==> src/rtl/two_to_four_decoder_strobe_pkg.sv <==
// Shared types and constants for the registered 2-to-4 decoder with timed strobe.
package two_to_four_decoder_strobe_pkg;

  typedef enum logic [1:0] {
    ST_IDLE = 2'd0,
    ST_HOLD = 2'd1,
    ST_GAP  = 2'd2
  } state_t;

  // One-hot output lines: [3]=A, [2]=B, [1]=C, [0]=D.
  localparam logic [3:0] ONEHOT_A = 4'b1000;
  localparam logic [3:0] ONEHOT_B = 4'b0100;
  localparam logic [3:0] ONEHOT_C = 4'b0010;
  localparam logic [3:0] ONEHOT_D = 4'b0001;

endpackage

==> src/rtl/two_to_four_decoder.sv <==
// Combinational {E1,E0} -> one-hot {A,B,C,D}; exact inverse of E0=A|B, E1=A|C.
module two_to_four_decoder
  import two_to_four_decoder_strobe_pkg::*;
(
  input  logic [1:0] i_code,
  output logic [3:0] o_onehot
);

  always_comb begin
    o_onehot = '0;
    case (i_code)
      2'b11:   o_onehot = ONEHOT_A;
      2'b01:   o_onehot = ONEHOT_B;
      2'b10:   o_onehot = ONEHOT_C;
      default: o_onehot = ONEHOT_D;
    endcase
  end

endmodule

==> src/rtl/two_to_four_decoder_strobe.sv <==
// Registered 2-to-4 decoder: accepts a code by valid/ready, holds the one-hot
// line for HOLD_CYCLES clocks, then enforces GAP_CYCLES of dead time.
module two_to_four_decoder_strobe
  import two_to_four_decoder_strobe_pkg::*;
#(
  parameter int unsigned HOLD_CYCLES = 4,
  parameter int unsigned GAP_CYCLES  = 1,
  parameter int unsigned CNT_W       = 8
) (
  input  logic       clk,
  input  logic       rst_n,
  input  logic       in_valid,
  output logic       in_ready,
  input  logic [1:0] code,
  input  logic       abort,
  output logic [3:0] out_abcd,
  output logic       busy,
  output logic       done
);

  localparam logic [CNT_W-1:0] HOLD_LOAD = CNT_W'(HOLD_CYCLES - 1);
  localparam logic [CNT_W-1:0] GAP_LOAD  = (GAP_CYCLES == 0) ? '0 : CNT_W'(GAP_CYCLES - 1);
  localparam logic [CNT_W-1:0] CNT_ONE   = CNT_W'(1);

  state_t           r_state;
  logic [CNT_W-1:0] r_cnt;
  logic [3:0]       r_out;
  logic             r_busy;
  logic             r_done;

  logic [3:0]       w_onehot;
  logic             w_xfer;

  two_to_four_decoder u_dec (
    .i_code   (code),
    .o_onehot (w_onehot)
  );

  assign in_ready = (r_state == ST_IDLE) && !abort;
  assign w_xfer   = in_valid && in_ready;

  assign out_abcd = r_out;
  assign busy     = r_busy;
  assign done     = r_done;

  always_ff @(posedge clk or negedge rst_n) begin
    if (!rst_n) begin
      r_state <= ST_IDLE;
      r_cnt   <= '0;
      r_out   <= '0;
      r_busy  <= 1'b0;
      r_done  <= 1'b0;
    end else begin
      r_done <= 1'b0;
      case (r_state)
        ST_IDLE: begin
          if (w_xfer) begin
            r_state <= ST_HOLD;
            r_out   <= w_onehot;
            r_busy  <= 1'b1;
            r_cnt   <= HOLD_LOAD;
          end
        end
        ST_HOLD: begin
          if (abort) begin
            r_state <= ST_IDLE;
            r_out   <= '0;
            r_busy  <= 1'b0;
            r_cnt   <= '0;
          end else if (r_cnt == '0) begin
            r_out  <= '0;
            r_done <= 1'b1;
            // With no gap the block is ready again in the same cycle done pulses.
            if (GAP_CYCLES == 0) begin
              r_state <= ST_IDLE;
              r_busy  <= 1'b0;
            end else begin
              r_state <= ST_GAP;
              r_cnt   <= GAP_LOAD;
            end
          end else begin
            r_cnt <= r_cnt - CNT_ONE;
          end
        end
        ST_GAP: begin
          if (abort || (r_cnt == '0)) begin
            r_state <= ST_IDLE;
            r_busy  <= 1'b0;
            r_cnt   <= '0;
          end else begin
            r_cnt <= r_cnt - CNT_ONE;
          end
        end
        default: begin
          r_state <= ST_IDLE;
          r_out   <= '0;
          r_busy  <= 1'b0;
          r_cnt   <= '0;
        end
      endcase
    end
  end

endmodule

==> config.mk <==
export PLATFORM = sky130hd
export DESIGN_NAME = two_to_four_decoder_strobe
export DESIGN_NICKNAME = d
export VERILOG_FILES = /design/src/rtl/two_to_four_decoder_strobe_pkg.sv /design/src/rtl/two_to_four_decoder.sv /design/src/rtl/two_to_four_decoder_strobe.sv
export SDC_FILE = /design/constraint.sdc
export NUM_CORES = 1
export LEC_CHECK = 0
export ABC_AREA = 1
export BUFFER_PORTS_ARGS = -buffer_cell sky130_fd_sc_hd__buf_2
export CAP_MARGIN = 20
export CELL_PAD_IN_SITES_DETAIL_PLACEMENT = 1
export CELL_PAD_IN_SITES_GLOBAL_PLACEMENT = 1
export CORE_MARGIN = 2
export CORE_UTILIZATION = 40
export CTS_CLUSTER_DIAMETER = 80
export DETAILED_ROUTE_END_ITERATION = 12
export PLACE_DENSITY_LB_ADDON = 0.1
export SETUP_SLACK_MARGIN = 0.15
export SLEW_MARGIN = 0
export SYNTH_ARGS = -nofsm -noshare
export SYNTH_HDL_FRONTEND = slang
export SYNTH_SLANG_ARGS = --single-unit
==> constraint.sdc <==
create_clock -name clk -period 1.5 [get_ports clk]
set_clock_uncertainty 0.05 [all_clocks]
set_input_delay 0.15 -clock clk [delete_from_list [all_inputs] [get_ports clk]]
set_output_delay 0.15 -clock clk [all_outputs]
set_load 0.01 [all_outputs]
[Word-level counts from Yosys, hierarchy flattened]
Cells that the tools add are included.
Word-level totals
  word-level logic and storage cells: 47
  output and inout port bits: 7
  register bits after elaboration: 16
Operators by class
  mux-type cells: 22
  bitwise operators: 1
  add/subtract/negate cells: 1
  reductions and logical operators: 9
  eq/ne operators: 9
Operator list (count)
  8-bit 2-to-1 mux: 4
  4-bit one-hot mux with 3 select lines: 2
  8-bit one-hot mux with 3 select lines: 1
  4-bit 2-to-1 mux: 3
  3-bit AND reduction: 3
  8-bit zero test: 1
  2-bit 2-to-1 mux: 4
  8-bit by 1-bit subtractor with 8-bit output, second input constant: 1
  2-bit equality test, second input constant: 3
  1-bit 2-to-1 mux: 6
  2-bit inequality test, second input constant: 3
  2-bit one-hot mux with 3 select lines: 1
  2-bit by 1-bit equality test with 1-bit output, second input constant: 2
  3-bit inequality test, second input constant: 1
  1-bit one-hot mux with 3 select lines: 1
  1-bit logical AND: 2
  2-bit zero test: 1
  1-bit zero test: 1
  1-bit logical OR: 1
  1-bit inverter: 1

[Logic depth before layout (Yosys ltp)]
  word-level depth: 5
  gate-level depth with buffers: 9
  depth with buffers taken out: 9

[Hierarchy]
A second synthesis with hierarchy kept.
Second synthesis, totals
  cells, all modules: 129
  area total of the unflattened synthesis: 940.9 um2
Modules (own cells, without submodules)
  two_to_four_decoder_strobe: instances 1, sequential area each 400.4 um2, cells each 122, area each 914.6 um2
  two_to_four_decoder: instances 1, sequential area each 0.0 um2, cells each 7, area each 26.3 um2

[Least setup slack after synthesis]
OpenSTA, ideal clock, no wires.
  kind: register to register
  start: reg r_cnt[0]
  end: reg r_out[2], in the netlist out_abcd[2]
  library setup time: 0.121 ns
  arrival time: 1.124 ns
  clock period less this slack: 1.295 ns
  slack: 0.205 ns
  stages on the path, launching flop included: 10
  path through: dfrtp_1 > inv_1 > ha_1 > nand2_1 > nor2_1 > nand2_2 > nand2_2 > nand3_4 > nand2_1 > o21ai_1
On the way
  word-level cells in the longest chain between the ends: 3
Ends and longest elaborated chain
  start, declared: RTL line two_to_four_decoder_strobe.sv:26  | logic [CNT_W-1:0] r_cnt;
  start signal, assigned: RTL line two_to_four_decoder_strobe.sv:82  | r_cnt <= r_cnt - CNT_ONE;
  start signal, assigned: RTL line two_to_four_decoder_strobe.sv:91  | r_cnt <= r_cnt - CNT_ONE;
  8-bit zero test: RTL line two_to_four_decoder_strobe.sv:70  | end else if (r_cnt == '0) begin
  3-bit inequality test (no line)
  3-bit AND reduction (no line)
  end signal, assigned: RTL line two_to_four_decoder_strobe.sv:59  | r_out <= w_onehot;
  end, declared: RTL line two_to_four_decoder_strobe.sv:27  | logic [3:0] r_out;
No other way between the ends.
A chain may end at the register's enable or synchronous reset.

[Final worst setup path]
  start: reg r_cnt[1]
  end: reg r_out[2], in the netlist out_abcd[2]
The elaborated chain is that of the path after synthesis.

==> metrics.cfg <==
[run_status]
outcome = finished, final reports clean

[die]
core_sq_mm = 0.00215
initial_core_util_pct = 41.5
dieArea_sq_mm = 0.00262
die_y_um = 51.2
die_w_um = 51.2
ios = 13
rows = 17

[final_layout]
diodes = 0
stdcell_area_sq_mm = 0.00123
multi_input_area_sq_um = 497
finalCoreUtilization_pct = 57.1
area.sequential_sq_um = 400
area_growth_pct = 37.8
nFillCells = 270
nets = 154
drive_gt1_share_pct = 46.9
stdcell_count = 173

[critical_path]
worstPathRequired_ps = 1630
endpoint_kind = register
path_class = reg -> reg
rrSetupSlack_ps = 120
start_kind = register
arrival_ps = 1510
cp_max_fo = 8

[yosys]
synthMuxAreaShare_pct = 0
ys_seq_elements = 16
synthSimpleGateAreaFrac_pct = 38.8
synth_cell_types = 16
synthTopCellsByArea = dfrtp_1 45%, nand2_1 12%, nor2_1 5.9%
synth.top_cell.area_share_pct = 44.9
synth-edff-count = 0
syn-instance-count = 113
synthArstFlopShare_pct = 100
synth_xor_area_share_pct = 1.97
synth_ff_type = dfrtp_1
yosysTopAreaCell = dfrtp_1
seq_area_frac_synth_pct = 44.9
syn_nets = 121
synth_compound_area_share_pct = 3.93
synth_top_family_by_area = simple AND/OR/NAND/NOR gates
synth_area_sq_um = 891
avgSynthCellArea_sq_um = 7.88
synth_fa_ha_area_share_pct = 2.81
yosys_warnings = 0

[sta]
rsz0062_at_grt = yes
tns_ps = 0
slew_violations = 0
fmax_ghz = 0.724
tightest_slew_ps = 392
finalCriticalPeriod_ps = 1380
final-hold-violation-count = 0
relSlewSlack_pct = 73.9
setup_viol_count_final = 0
fin_crit_sh_pct = 92.1

[cts]
cts-root-buf = clkbuf_4
cts_tree = done
cts.reportedPaths.clkPinSlew_ps = 110
cts_num_sinks = 16
htreeDepth = 1
cts_buffers = 3
clock_latency_ps = 290
clockBufferDepth = 2

[routing]
first_pass_iters = 1
wl_per_cell_um = 12.8
vias = 826
ant_nets = 0
wl_um = 2210
vias_per_cell = 4.77
drc_errors = 0
drt_iter0_drc = 0

[pwr]
p_per_area_mw_per_mm2 = 1990
seq_power_share_pct = 28.1
p_sw_share_pct = 45.0
combPwrFrac_pct = 59.9
p_switching_mw = 1.10
ir_drop_v = 0.00108
leakage_nw = 0.644
p_int_mw = 1.34
clkPwrFrac_pct = 12.0

[flow_run]
cap_viol_max_count = 0

[placement]
portBuffers = 12
gp_congestion = 0.773
placed_area_sq_um = 986
dp_hpwl_um = 1480
placedCellCount = 153

[global_route]
grt_usage_pct = 18.8
antenna_found_initial = 0
grt_pass1_wl_um = 3610
grt.overflow.total = 0
grt_pass1_vias = 848
grt_max_degree = 17

[min_path]
hold_class = in -> reg

## sequential cells by signal, indices dropped and copies added (netlist names)
name      count
busy          1
done          1
out_abcd      4
r_cnt         8
r_state       2
## cells in the mapped netlist (2+ instances only)
cell type	count
nand2_1	28
dfrtp_1	16
nor2_1	14
inv_1	11
nand3_1	8
inv_2	7
nand2_2	7
o21ai_1	5
nand4_1	4
nor2_2	3
a21oi_1	2
ha_1	2
nor2_4	2
xor2_1	2
## metal layers
metal,global-route usage (%),vias to the layer above,part of all wire (%)
met1,20.9,399,43
met4,5.41,0,0.41
met3,2.63,2,2.3
met5,0,-,0
met2,36.6,9,54
li1,-,416,-
## final cells by class
class | instances | area share (%)
multi-input cells | 79 | 40.5
inverters | 18 | 5.71
flip-flops and latches | 16 | 32.6
well taps | 28 | 2.85
clock buffers | 4 | 2.96
repair buffers | 28 | 15.4
## power by group through the flow
stage	Sequential, mW	Clock (mW)	Combinational (mW)
after floorplan	0.719	0	0.741
after global placement	0.692	0	1.01
after detailed placement	0.697	0	1.04
after CTS	0.684	0.300	1.27
after global routing	0.708	0.325	1.64
final	0.687	0.293	1.46
## stage by stage
step | total power [mW] | setup WS, ps | hold WS, ps
after floorplan | 1.46 | 205 | -196
after global placement | 1.70 | 96.9 | 38.2
after detailed placement | 1.74 | 36.5 | 46.3
after CTS | 2.26 | 118 | 61.1
after global routing | 2.68 | 3.28 | 67.0
final | 2.44 | 118 | 70.8
## critical path, stage by stage, from the launching register on
cell     delay [ps]
dfrtp_1         410
inv_2            90
ha_4            120
nand2_2          50
nor2_2           80
nand2_2         120
nand2_4         100
nand3_4         100
nand2_1          80
o21ai_1          50
## layout by cell type (no fill, tap or decap)
cell type	count
nand2_1	24
dfrtp_1	16
buf_4	15
buf_2	11
inv_2	9
nor2_1	9
inv_1	8
nand2_2	8
nor2_2	6
nand3_1	6
nor2_4	4
nand4_1	4
o21ai_1	4
nand2_4	3
clkbuf_4	3
nand3_2	2
xor2_1	2
a21oi_1	2
nand2_8	1
inv_4	1
o21ai_2	1
nand3_4	1
ha_1	1
ha_4	1
clkbuf_8	1
dlygate4sd3_1	1
buf_6	1
## cell families (layout without fill, tap and decap cells)
| logic type | count (synthesis) | in the layout |
|---|---|---|
| simple gates | 68 | 68 |
| buf+inv | 18 | 50 |
| flops | 16 | 16 |
| compound gates | 7 | 7 |
| fa+ha+maj | 2 | 2 |
| xor+xnor | 2 | 2 |
## final timing paths
check / cells past startpoint / from / end
max: 9 / r_cnt[1]$_DFFE_PN0P_ / out_abcd[2]$_DFFE_PN0P_
min: 3 / in_valid / r_state[0]$_DFFE_PN0P_
max reg2reg: 9 / r_cnt[1]$_DFFE_PN0P_ / out_abcd[2]$_DFFE_PN0P_
min reg2reg: 2 / busy$_DFFE_PN0P_ / busy$_DFFE_PN0P_
max in group asynchronous: 2 / rst_n / out_abcd[1]$_DFFE_PN0P_
min in group asynchronous: 2 / rst_n / r_cnt[1]$_DFFE_PN0P_
## what timing repair did
| item | 4_1_cts | 5_1_grt |
|---|---|---|
| pin swaps | 3 | 12 |
| resized for setup | 8 | 16 |
| buffers inserted | 12 | 3 |
| endpoints found under the setup margin | 15 | 17 |
| hold buffers | 1 | 0 |
| endpoints found under the hold margin | 16 | 0 |
Note: power is estimated with default switching activity, not from simulation.
